### config.mk
export PLATFORM = sky130hd
export DESIGN_NAME = mdio_responder
export DESIGN_NICKNAME = d
export VERILOG_FILES = /design/src/rtl/mdio_responder_pkg.sv /design/src/rtl/mdio_responder_mdc_edge_sync.sv /design/src/rtl/mdio_responder.sv
export SDC_FILE = /design/constraint.sdc
export NUM_CORES = 1
export LEC_CHECK = 0
export BUFFER_PORTS_ARGS = -buffer_cell sky130_fd_sc_hd__buf_2
export CAP_MARGIN = 25
export CORE_MARGIN = 4
export CORE_UTILIZATION = 65
export DETAILED_ROUTE_END_ITERATION = 6
export GPL_TIMING_DRIVEN = 1
export HOLD_SLACK_MARGIN = 0.1
export PLACE_DENSITY_LB_ADDON = 0.12
export RECOVER_POWER = 100
export SYNTH_ARGS = -nofsm -noshare
export SYNTH_HDL_FRONTEND = slang
export SYNTH_SLANG_ARGS = --single-unit
### constraint.sdc
create_clock -name clk -period 30.4 [get_ports clk]
set_input_delay 3.04 -clock clk [delete_from_list [all_inputs] [get_ports clk]]
set_output_delay 3.04 -clock clk [all_outputs]
set_load 0.01 [all_outputs]
### src/rtl/mdio_responder_pkg.sv
// Shared definitions for the Clause-22 MDIO responder: FSM states, opcodes and
// the fixed PHY identifier register addresses.
package mdio_responder_pkg;

    typedef enum logic [2:0] {
        S_IDLE,
        S_ST,
        S_OP,
        S_PHYAD,
        S_REGAD,
        S_TA,
        S_RD_DATA,
        S_WR_DATA
    } state_e;

    localparam logic [1:0] OP_READ    = 2'b10;
    localparam logic [1:0] OP_WRITE   = 2'b01;
    localparam logic [4:0] REG_PHYID1 = 5'd2;
    localparam logic [4:0] REG_PHYID2 = 5'd3;

    function automatic logic is_id_reg(input logic [4:0] addr);
        return (addr == REG_PHYID1) || (addr == REG_PHYID2);
    endfunction

endpackage

### src/rtl/mdio_responder_mdc_edge_sync.sv
// Two-flop synchronizers for MDC/MDIO plus registered MDC edge pulses; the
// MDIO output is delayed one more flop so it lines up with the edge pulses.
module mdc_edge_sync (
    input  logic clk,
    input  logic reset,
    input  logic mdc,
    input  logic mdio_i,
    output logic mdc_rise,
    output logic mdc_fall,
    output logic mdio_s
);

    logic [2:0] mdc_sync_q, mdc_sync_d;
    logic [2:0] mdio_sync_q, mdio_sync_d;
    logic       rise_q, rise_d;
    logic       fall_q, fall_d;

    always_comb begin
        mdc_sync_d  = {mdc_sync_q[1:0], mdc};
        mdio_sync_d = {mdio_sync_q[1:0], mdio_i};
        rise_d      = mdc_sync_q[1] & ~mdc_sync_q[2];
        fall_d      = ~mdc_sync_q[1] & mdc_sync_q[2];
    end

    always_ff @(posedge clk or posedge reset) begin
        if (reset) begin
            mdc_sync_q  <= '0;
            mdio_sync_q <= '1;
            rise_q      <= 1'b0;
            fall_q      <= 1'b0;
        end else begin
            mdc_sync_q  <= mdc_sync_d;
            mdio_sync_q <= mdio_sync_d;
            rise_q      <= rise_d;
            fall_q      <= fall_d;
        end
    end

    assign mdc_rise = rise_q;
    assign mdc_fall = fall_q;
    assign mdio_s   = mdio_sync_q[2];

endmodule

### src/rtl/mdio_responder.sv
// Clause-22 MDIO target: decodes read/write frames addressed to PHY_ADDR from
// oversampled MDC/MDIO and serves a 32x16 register file with fixed PHY ID regs.
module mdio_responder
    import mdio_responder_pkg::*;
#(
    parameter logic [4:0]  PHY_ADDR  = 5'd1,
    parameter int unsigned PRE_LEN   = 32,
    parameter logic [15:0] PHY_ID1   = 16'h0141,
    parameter logic [15:0] PHY_ID2   = 16'h0CC2,
    parameter logic [15:0] REG0_INIT = 16'h1140,
    parameter int unsigned TIMEOUT   = 4096
) (
    input  logic        clk,
    input  logic        reset,
    input  logic        mdc,
    input  logic        mdio_i,
    output logic        mdio_o,
    output logic        mdio_oe,
    output logic        reg_wstrobe,
    output logic [4:0]  reg_waddr,
    output logic [15:0] reg_wdata,
    output logic        frame_err,
    output logic        busy
);

    localparam int unsigned   TW      = $clog2(TIMEOUT + 1);
    localparam logic [TW-1:0] TO_LAST = TW'(TIMEOUT - 1);
    localparam logic [5:0]    PRE_MAX = 6'(PRE_LEN);

    logic mdc_rise, mdc_fall, bit_in;

    mdc_edge_sync u_sync (
        .clk      (clk),
        .reset    (reset),
        .mdc      (mdc),
        .mdio_i   (mdio_i),
        .mdc_rise (mdc_rise),
        .mdc_fall (mdc_fall),
        .mdio_s   (bit_in)
    );

    state_e         state_q, state_d;
    logic [4:0]     bit_cnt_q, bit_cnt_d;
    logic [5:0]     pre_cnt_q, pre_cnt_d;
    logic [1:0]     op_q, op_d;
    logic [4:0]     phyad_q, phyad_d;
    logic [4:0]     regad_q, regad_d;
    logic [15:0]    sh_q, sh_d;
    logic           oe_q, oe_d;
    logic           o_q, o_d;
    logic           wstrobe_q, wstrobe_d;
    logic [4:0]     waddr_q, waddr_d;
    logic [15:0]    wdata_q, wdata_d;
    logic           err_q, err_d;
    logic [TW-1:0]  to_cnt_q, to_cnt_d;
    logic [15:0]    regs_q [32];

    logic           rf_we;
    logic [4:0]     rf_addr;
    logic [15:0]    rf_wdata;
    logic [4:0]     ra_next;
    logic [15:0]    rd_val;

    always_comb begin
        state_d   = state_q;
        bit_cnt_d = bit_cnt_q;
        pre_cnt_d = pre_cnt_q;
        op_d      = op_q;
        phyad_d   = phyad_q;
        regad_d   = regad_q;
        sh_d      = sh_q;
        oe_d      = oe_q;
        o_d       = o_q;
        wstrobe_d = 1'b0;
        waddr_d   = waddr_q;
        wdata_d   = wdata_q;
        err_d     = 1'b0;
        to_cnt_d  = to_cnt_q;
        rf_we     = 1'b0;
        rf_addr   = regad_q;
        rf_wdata  = {sh_q[14:0], bit_in};
        ra_next   = {regad_q[3:0], bit_in};
        rd_val    = regs_q[ra_next];
        if (ra_next == REG_PHYID1) begin
            rd_val = PHY_ID1;
        end else if (ra_next == REG_PHYID2) begin
            rd_val = PHY_ID2;
        end

        unique case (state_q)
            S_IDLE: begin
                if (mdc_rise) begin
                    if (bit_in) begin
                        if (pre_cnt_q != PRE_MAX) pre_cnt_d = pre_cnt_q + 6'd1;
                    end else if (pre_cnt_q == PRE_MAX) begin
                        state_d = S_ST;
                    end else begin
                        pre_cnt_d = '0;
                    end
                end
            end
            S_ST: begin
                if (mdc_rise) begin
                    if (bit_in) begin
                        state_d   = S_OP;
                        bit_cnt_d = '0;
                    end else begin
                        err_d   = 1'b1;
                        state_d = S_IDLE;
                    end
                end
            end
            S_OP: begin
                if (mdc_rise) begin
                    op_d      = {op_q[0], bit_in};
                    bit_cnt_d = bit_cnt_q + 5'd1;
                    if (bit_cnt_q == 5'd1) begin
                        bit_cnt_d = '0;
                        if (op_d == OP_READ || op_d == OP_WRITE) begin
                            state_d = S_PHYAD;
                        end else begin
                            err_d   = 1'b1;
                            state_d = S_IDLE;
                        end
                    end
                end
            end
            S_PHYAD: begin
                if (mdc_rise) begin
                    phyad_d   = {phyad_q[3:0], bit_in};
                    bit_cnt_d = bit_cnt_q + 5'd1;
                    if (bit_cnt_q == 5'd4) begin
                        bit_cnt_d = '0;
                        state_d   = S_REGAD;
                    end
                end
            end
            S_REGAD: begin
                if (mdc_rise) begin
                    regad_d   = ra_next;
                    bit_cnt_d = bit_cnt_q + 5'd1;
                    if (bit_cnt_q == 5'd4) begin
                        bit_cnt_d = '0;
                        sh_d      = rd_val;
                        state_d   = (phyad_q == PHY_ADDR) ? S_TA : S_IDLE;
                    end
                end
            end
            S_TA: begin
                if (op_q == OP_READ) begin
                    // bit_cnt==1 means the first TA bit has been seen; drive from the next fall
                    if (mdc_fall && bit_cnt_q == 5'd1) begin
                        oe_d = 1'b1;
                        o_d  = 1'b0;
                    end
                    if (mdc_rise) begin
                        if (bit_cnt_q == 5'd0) begin
                            bit_cnt_d = 5'd1;
                        end else begin
                            bit_cnt_d = '0;
                            state_d   = S_RD_DATA;
                        end
                    end
                end else if (mdc_rise) begin
                    if (bit_cnt_q == 5'd0) begin
                        if (bit_in) begin
                            bit_cnt_d = 5'd1;
                        end else begin
                            err_d   = 1'b1;
                            state_d = S_IDLE;
                        end
                    end else if (bit_in) begin
                        err_d   = 1'b1;
                        state_d = S_IDLE;
                    end else begin
                        bit_cnt_d = '0;
                        state_d   = S_WR_DATA;
                    end
                end
            end
            S_RD_DATA: begin
                if (mdc_fall) begin
                    if (bit_cnt_q == 5'd16) begin
                        state_d = S_IDLE;
                    end else begin
                        o_d       = sh_q[15];
                        sh_d      = {sh_q[14:0], 1'b0};
                        bit_cnt_d = bit_cnt_q + 5'd1;
                    end
                end
            end
            S_WR_DATA: begin
                if (mdc_rise) begin
                    sh_d      = rf_wdata;
                    bit_cnt_d = bit_cnt_q + 5'd1;
                    if (bit_cnt_q == 5'd15) begin
                        rf_we     = !is_id_reg(regad_q);
                        wstrobe_d = 1'b1;
                        waddr_d   = regad_q;
                        wdata_d   = rf_wdata;
                        state_d   = S_IDLE;
                    end
                end
            end
            default: state_d = S_IDLE;
        endcase

        if (state_q != S_IDLE) begin
            if (mdc_rise || mdc_fall) begin
                to_cnt_d = '0;
            end else if (to_cnt_q == TO_LAST) begin
                err_d   = 1'b1;
                state_d = S_IDLE;
            end else begin
                to_cnt_d = to_cnt_q + TW'(1);
            end
        end else begin
            to_cnt_d = '0;
        end

        // Every exit to IDLE (normal end or abort) releases the pad and restarts preamble counting
        if (state_d == S_IDLE) begin
            oe_d      = 1'b0;
            o_d       = 1'b1;
            bit_cnt_d = '0;
            if (state_q != S_IDLE) pre_cnt_d = '0;
        end
    end

    always_ff @(posedge clk or posedge reset) begin
        if (reset) begin
            state_q   <= S_IDLE;
            bit_cnt_q <= '0;
            pre_cnt_q <= '0;
            op_q      <= '0;
            phyad_q   <= '0;
            regad_q   <= '0;
            sh_q      <= '0;
            oe_q      <= 1'b0;
            o_q       <= 1'b1;
            wstrobe_q <= 1'b0;
            waddr_q   <= '0;
            wdata_q   <= '0;
            err_q     <= 1'b0;
            to_cnt_q  <= '0;
        end else begin
            state_q   <= state_d;
            bit_cnt_q <= bit_cnt_d;
            pre_cnt_q <= pre_cnt_d;
            op_q      <= op_d;
            phyad_q   <= phyad_d;
            regad_q   <= regad_d;
            sh_q      <= sh_d;
            oe_q      <= oe_d;
            o_q       <= o_d;
            wstrobe_q <= wstrobe_d;
            waddr_q   <= waddr_d;
            wdata_q   <= wdata_d;
            err_q     <= err_d;
            to_cnt_q  <= to_cnt_d;
        end
    end

    always_ff @(posedge clk or posedge reset) begin
        if (reset) begin
            for (int unsigned i = 0; i < 32; i++) begin
                regs_q[i] <= (i == 0) ? REG0_INIT : '0;
            end
        end else if (rf_we) begin
            regs_q[rf_addr] <= rf_wdata;
        end
    end

    assign mdio_o      = o_q;
    assign mdio_oe     = oe_q;
    assign reg_wstrobe = wstrobe_q;
    assign reg_waddr   = waddr_q;
    assign reg_wdata   = wdata_q;
    assign frame_err   = err_q;
    assign busy        = (state_q != S_IDLE);

endmodule
* After elaboration in Yosys (flattened, before gate mapping)
Cells that the tools add are included.
** Storage, ports and cells
- Flip-flop bits (word level) :: 600
- Latch bits :: 0
- Bits in writable memories :: 0
- Memory bits (read-only) :: 0
- Bits of input ports :: 4
- Output and inout bits :: 26
- Word-level logic and storage cells :: 226
- Memories kept :: 0
** Cells by class
- Add/subtract/negate cells :: 3
- Multipliers :: 0
- Divide/modulo/power cells :: 0
- Order comparisons :: 3
- Equality and inequality tests :: 40
- Shifts and indexed selects :: 0
- Mux-type cells :: 99
- Bitwise logic cells :: 6
- Reductions and logical operators :: 25
** Operator list (number)
- bitwise mux 512 bit :: 1
- two-way mux 16 bit :: 10
- binary-select mux 16 bit (select 5 bit) :: 1
- demux 16 bit (select 5 bit) :: 1
- two-way mux 5 bit :: 16
- two-way mux 3 bit :: 25
- one-hot mux 16 bit (3 select lines) :: 1
- two-way mux 6 bit :: 7
- two-way mux 13 bit :: 3
- one-hot mux 5 bit (6 select lines) :: 1
- two-way mux 1 bit :: 28
- one-hot mux 3 bit (8 select lines) :: 1
- == test 5 x 2 -> 1 bit (second input constant) :: 4
- inequality test 3 x 2 -> 1 bit (second input constant) :: 6
- adder 13 x 1 -> 13 bit (second input constant) :: 1
- == test 13 x 12 -> 1 bit (second input constant) :: 1
- == test 3 bit (second input constant) :: 4
- >= comparator 6 bit (second input constant) :: 2
- inequality test 3 bit (second input constant) :: 4
- inverter 5 -> 6 bit :: 2
- AND reduction 11 bit :: 1
- == test 5 x 1 -> 1 bit (second input constant) :: 2
- nonzero test 3 bit :: 3
- nonzero test 7 bit :: 1
- other kinds (33) :: 50

* Logic depth before layout (Yosys ltp)
- Depth after elaboration :: 12
- Depth in mapped cells :: 12
- Mapped depth without buffers :: 10

* By module
From an unflattened synthesis, not the netlist that was laid out.
** Unflattened totals
- Cell total of the unflattened synthesis :: 1908
- Area, all modules :: 27204.8 sq um
** By module, submodules not included
- mdio_responder :: instances 1, cells each 1897, area each 26982.1 sq um, seq. area each 14669.1 sq um
- mdc_edge_sync :: instances 1, cells each 11, area each 222.7 sq um, seq. area each 203.9 sq um

* Worst setup path before layout
OpenSTA, ideal clock, no wires.
- Path kind :: reg2out
- From :: register state_q[1]
- To :: output port busy
- Arrival time :: 1032 ps
- Slack :: 26328 ps
- Cell stages (with the launch flop) :: 4
- Buffers on the path :: 2
- Path through :: dfrtp_1 buf_2 or3_1 buf_2
** Between the ends
- Word-level cells in the longest chain between the ends :: 1
** RTL lines
- start, declared :: RTL line mdio_responder.sv:42 : state_e state_q, state_d;
- start signal, assigned :: RTL line mdio_responder.sv:247 : state_q <= state_d;
- nonzero test 3 bit :: RTL line mdio_responder.sv:280 : assign busy = (state_q != S_IDLE);
- end, declared :: RTL line mdio_responder.sv:23 : output logic busy
No other way between the ends.

==> results.cfg <==
[run_status]
run_status = finished, violations left
violations = max-capacitance violations, max-slew violations

[critical_path]
critPathMaxStageDelay_ns = 6.36
crit_type = in -> async
cp-end-kind = asynchronous set/reset pin
worstPathMaxFanout = 177
worstPathRequired_ns = 28.89
cp_slowest_cell = clkbuf_1
critPathArrivalTime_ns = 12.29
path_delay_family = buffers and inverters
reg2reg_from = u_sync.mdio_sync_q[2]$_DFF_PP1_
crit_path_start_kind = primary input
cp-startpoint = reset
cp_cell_sequence = buf_2 > clkinvlp_2 > clkbuf_1
crit_buf_inv = 3

[sta]
final-hold-violation-count = 0
max_freq_mhz = 72.4
finalSetupViolCount = 0
worst_pin_slew_ns = 8.85
rsz0062_at_grt = false
final.setup.tns_ns = 0
post-route-period-util = 0.454
slew_headroom = -4.90
fin_hold_ws_ns = 0.362
final_max_slew_viol_count = 659
skew_ns = 0.0130
fin_crit_ns = 13.81
setup_ws_ns = 16.59

[route]
wl_um = 62700
ant_nets = 0
vias_per_cell = 6.57
vias = 15970
drc = 0
drtPass1Iterations = 7
wl_per_cell_um = 25.8
drtIter0Drc = 1589

[cts]
cts_tree = done
clkSinkCount = 600
numCtsBuffers = 59
cts.clk_slew.worst_paths_ns = 0.06
clockBufferDepth = 3
ctsHtreeMaxLevel = 2
root_buffer = clkbuf_16
clk_latency_ns = 0.61
postCtsHoldBufs = 0
cts_resized = 0
cts_setup_buffers = 0

[finish]
layout.nets = 1865
layout-drive-gt1-share = 0.391
diodes = 0
post-route-cell-area_um2 = 29500
syn2layout_area_growth_pct = 7.84
fillerInstances = 2745
final_cell_count_no_fill = 2430

[placed_design]
placedCellCount = 2317
place_ws_ns = 24.75
port_buffers = 29
placed_cell_area_um2 = 27800
gp_congestion = 0.870
dp_hpwl_um = 38200

[floorplanning]
dieHeight_um = 213
initial_core_util = 0.665
io-pin-count = 30
die_width_um = 213
core_um2 = 41200
dieArea_um2 = 45500
rows = 74

[yosys]
synthFlopType = dfrtp_1
synth_edf_count = 0
synthesis.nets = 1907
async_reset_ff_frac = 1.00
ys_seq_area_frac = 0.549
synth_cell_types = 77
synthCells = 1895
syn_avg_cell_area_um2 = 14.5
ys_warn_count = 0
netlist_area_um2 = 27400
ys_ff_latch = 600

[pwr]
p_comb_frac = 0.018
p_int_w = 0.00123
clkPwrFrac = 0.463
seqPwrFrac = 0.519
p_leak_nw = 13.8
switchingPower_w = 0.000322
sw_frac_of_total = 0.208
irDropWorstVdd_mv = 0.0448
power.density_nw_per_um2 = 52.4

[min_path]
holdCritPathClass = reg -> reg
worstHoldStart = u_sync.mdio_sync_q[0]$_DFF_PP1_

[grt]
track_usage = 0.285
grt_antenna_before_repair = 0
grt_pass1_vias = 16706
overflow = 0
grt_pass1_wl_um = 99000
grt_start_max_net_pins = 178

[flow_run]
max-cap-violations = 12
==> through the flow <==
step	total power (W)	utilization
after floorplan	0.000840	-
final	0.00155	0.717
after global routing	0.00160	0.717
after detailed placement	0.000847	0.675
after CTS	0.00156	0.721
after global placement	0.000846	0.671
==> synthesized netlist by cell type (5+ instances only) <==
master,number,share of area
o211ai_1,5,0.0014
buf_2,46,0.0084
nor2b_1,24,0.0055
xnor2_1,5,0.0016
buf_4,21,0.0058
clkbuf_1,110,0.015
dfstp_2,7,0.0067
nor3_1,11,0.0020
o22ai_1,9,0.0021
a31oi_1,7,0.0016
ha_1,8,0.0037
dfrtp_1,593,0.54
o21ai_0,25,0.0046
mux2i_1,37,0.014
a211oi_1,30,0.0082
xor2_1,7,0.0022
a21oi_1,24,0.0044
nand2b_1,5,0.0011
nand3_1,22,0.0040
nand4_1,7,0.0016
inv_1,13,0.0018
a2111oi_0,9,0.0029
mux2_2,481,0.20
nand2_1,108,0.015
mux4_2,133,0.11
or3_1,5,0.0011
nor2_1,55,0.0075
==> worst paths after layout <==
check | to | slack [ns] | cells after the start
setup / recovery | regs_q[283]$_DFFE_PP0P_ | 16.59 | 3
hold / removal | u_sync.mdio_sync_q[1]$_DFF_PP1_ | 0.36 | 0
setup reg to reg | sh_q[12]$_DFFE_PP0P_ | 21.21 | 7
hold reg to reg | u_sync.mdio_sync_q[1]$_DFF_PP1_ | 0.36 | 0
max in group clk | sh_q[12]$_DFFE_PP0P_ | 21.21 | 7
min in group asynchronous | regs_q[477]$_DFFE_PP0P_ | 3.82 | 2
==> power groups by stage <==
stage               Clock, W  Sequential, W  Combinational [W]
detailed placement         0       0.000817          0.0000291
global placement           0       0.000817          0.0000284
floorplan                  0       0.000816          0.0000233
global route        0.000763       0.000803          0.0000328
finish              0.000716       0.000803          0.0000281
CTS                 0.000729       0.000803          0.0000292
==> layer usage <==
metal | wire (um) | vias to the layer above | global-route usage
met5 | 0 | - | 0
met1 | 27400 | 8522 | 0.412
met2 | 29600 | 473 | 0.445
met3 | 3640 | 129 | 0.0555
met4 | 2090 | 0 | 0.0958
li1 | - | 6846 | -
==> registers in the layout, summed over array words and instances, names as in the netlist, 2 cells and up <==
signal and cells:
op_q 2, regs_q 512, reg_wdata 16, bit_cnt_q 5, state_q 3, u_sync.mdio_sync_q 3, reg_waddr 5, phyad_q 5
pre_cnt_q 6, u_sync.mdc_sync_q 3, sh_q 16, to_cnt_q 13, regad_q 5
==> cell type report <==
| type | count | area [um^2] | share of cell area |
|---|---|---|---|
| repair buffers | 82 | 500 | 0.0169 |
| flip-flops and latches | 600 | 15000 | 0.509 |
| well taps | 532 | 666 | 0.0225 |
| clock buffers | 91 | 1750 | 0.0592 |
| multi-input cells | 1096 | 11400 | 0.385 |
| inverters | 14 | 53.8 | 0.00182 |
| clock inverters | 15 | 153 | 0.00517 |
==> kinds of logic after synthesis <==
kind of cell             synth area share
AO/OA/AOI/OAI                      0.0366
XOR/XNOR                          0.00443
adder cells (fa/ha/maj)           0.00366
buffers and inverters              0.0331
flip-flops                          0.549
multiplexers                        0.322
AND/OR/NAND/NOR                    0.0518
==> cell usage in the layout, fill, tap and decap left out, drive strengths merged, types with 9 or more instances in the layout <==
cell type	count
clkbuf	149
a2111oi	9
nand3	22
mux2i	37
mux4	133
o22ai	9
nor2	58
o21ai	25
mux2	484
nand2	109
nor3	17
dfrtp	593
inv	13
clkinv	11
a211oi	30
nor2b	24
a21oi	24
buf	24
Note: power is estimated with default switching activity, not from simulation.
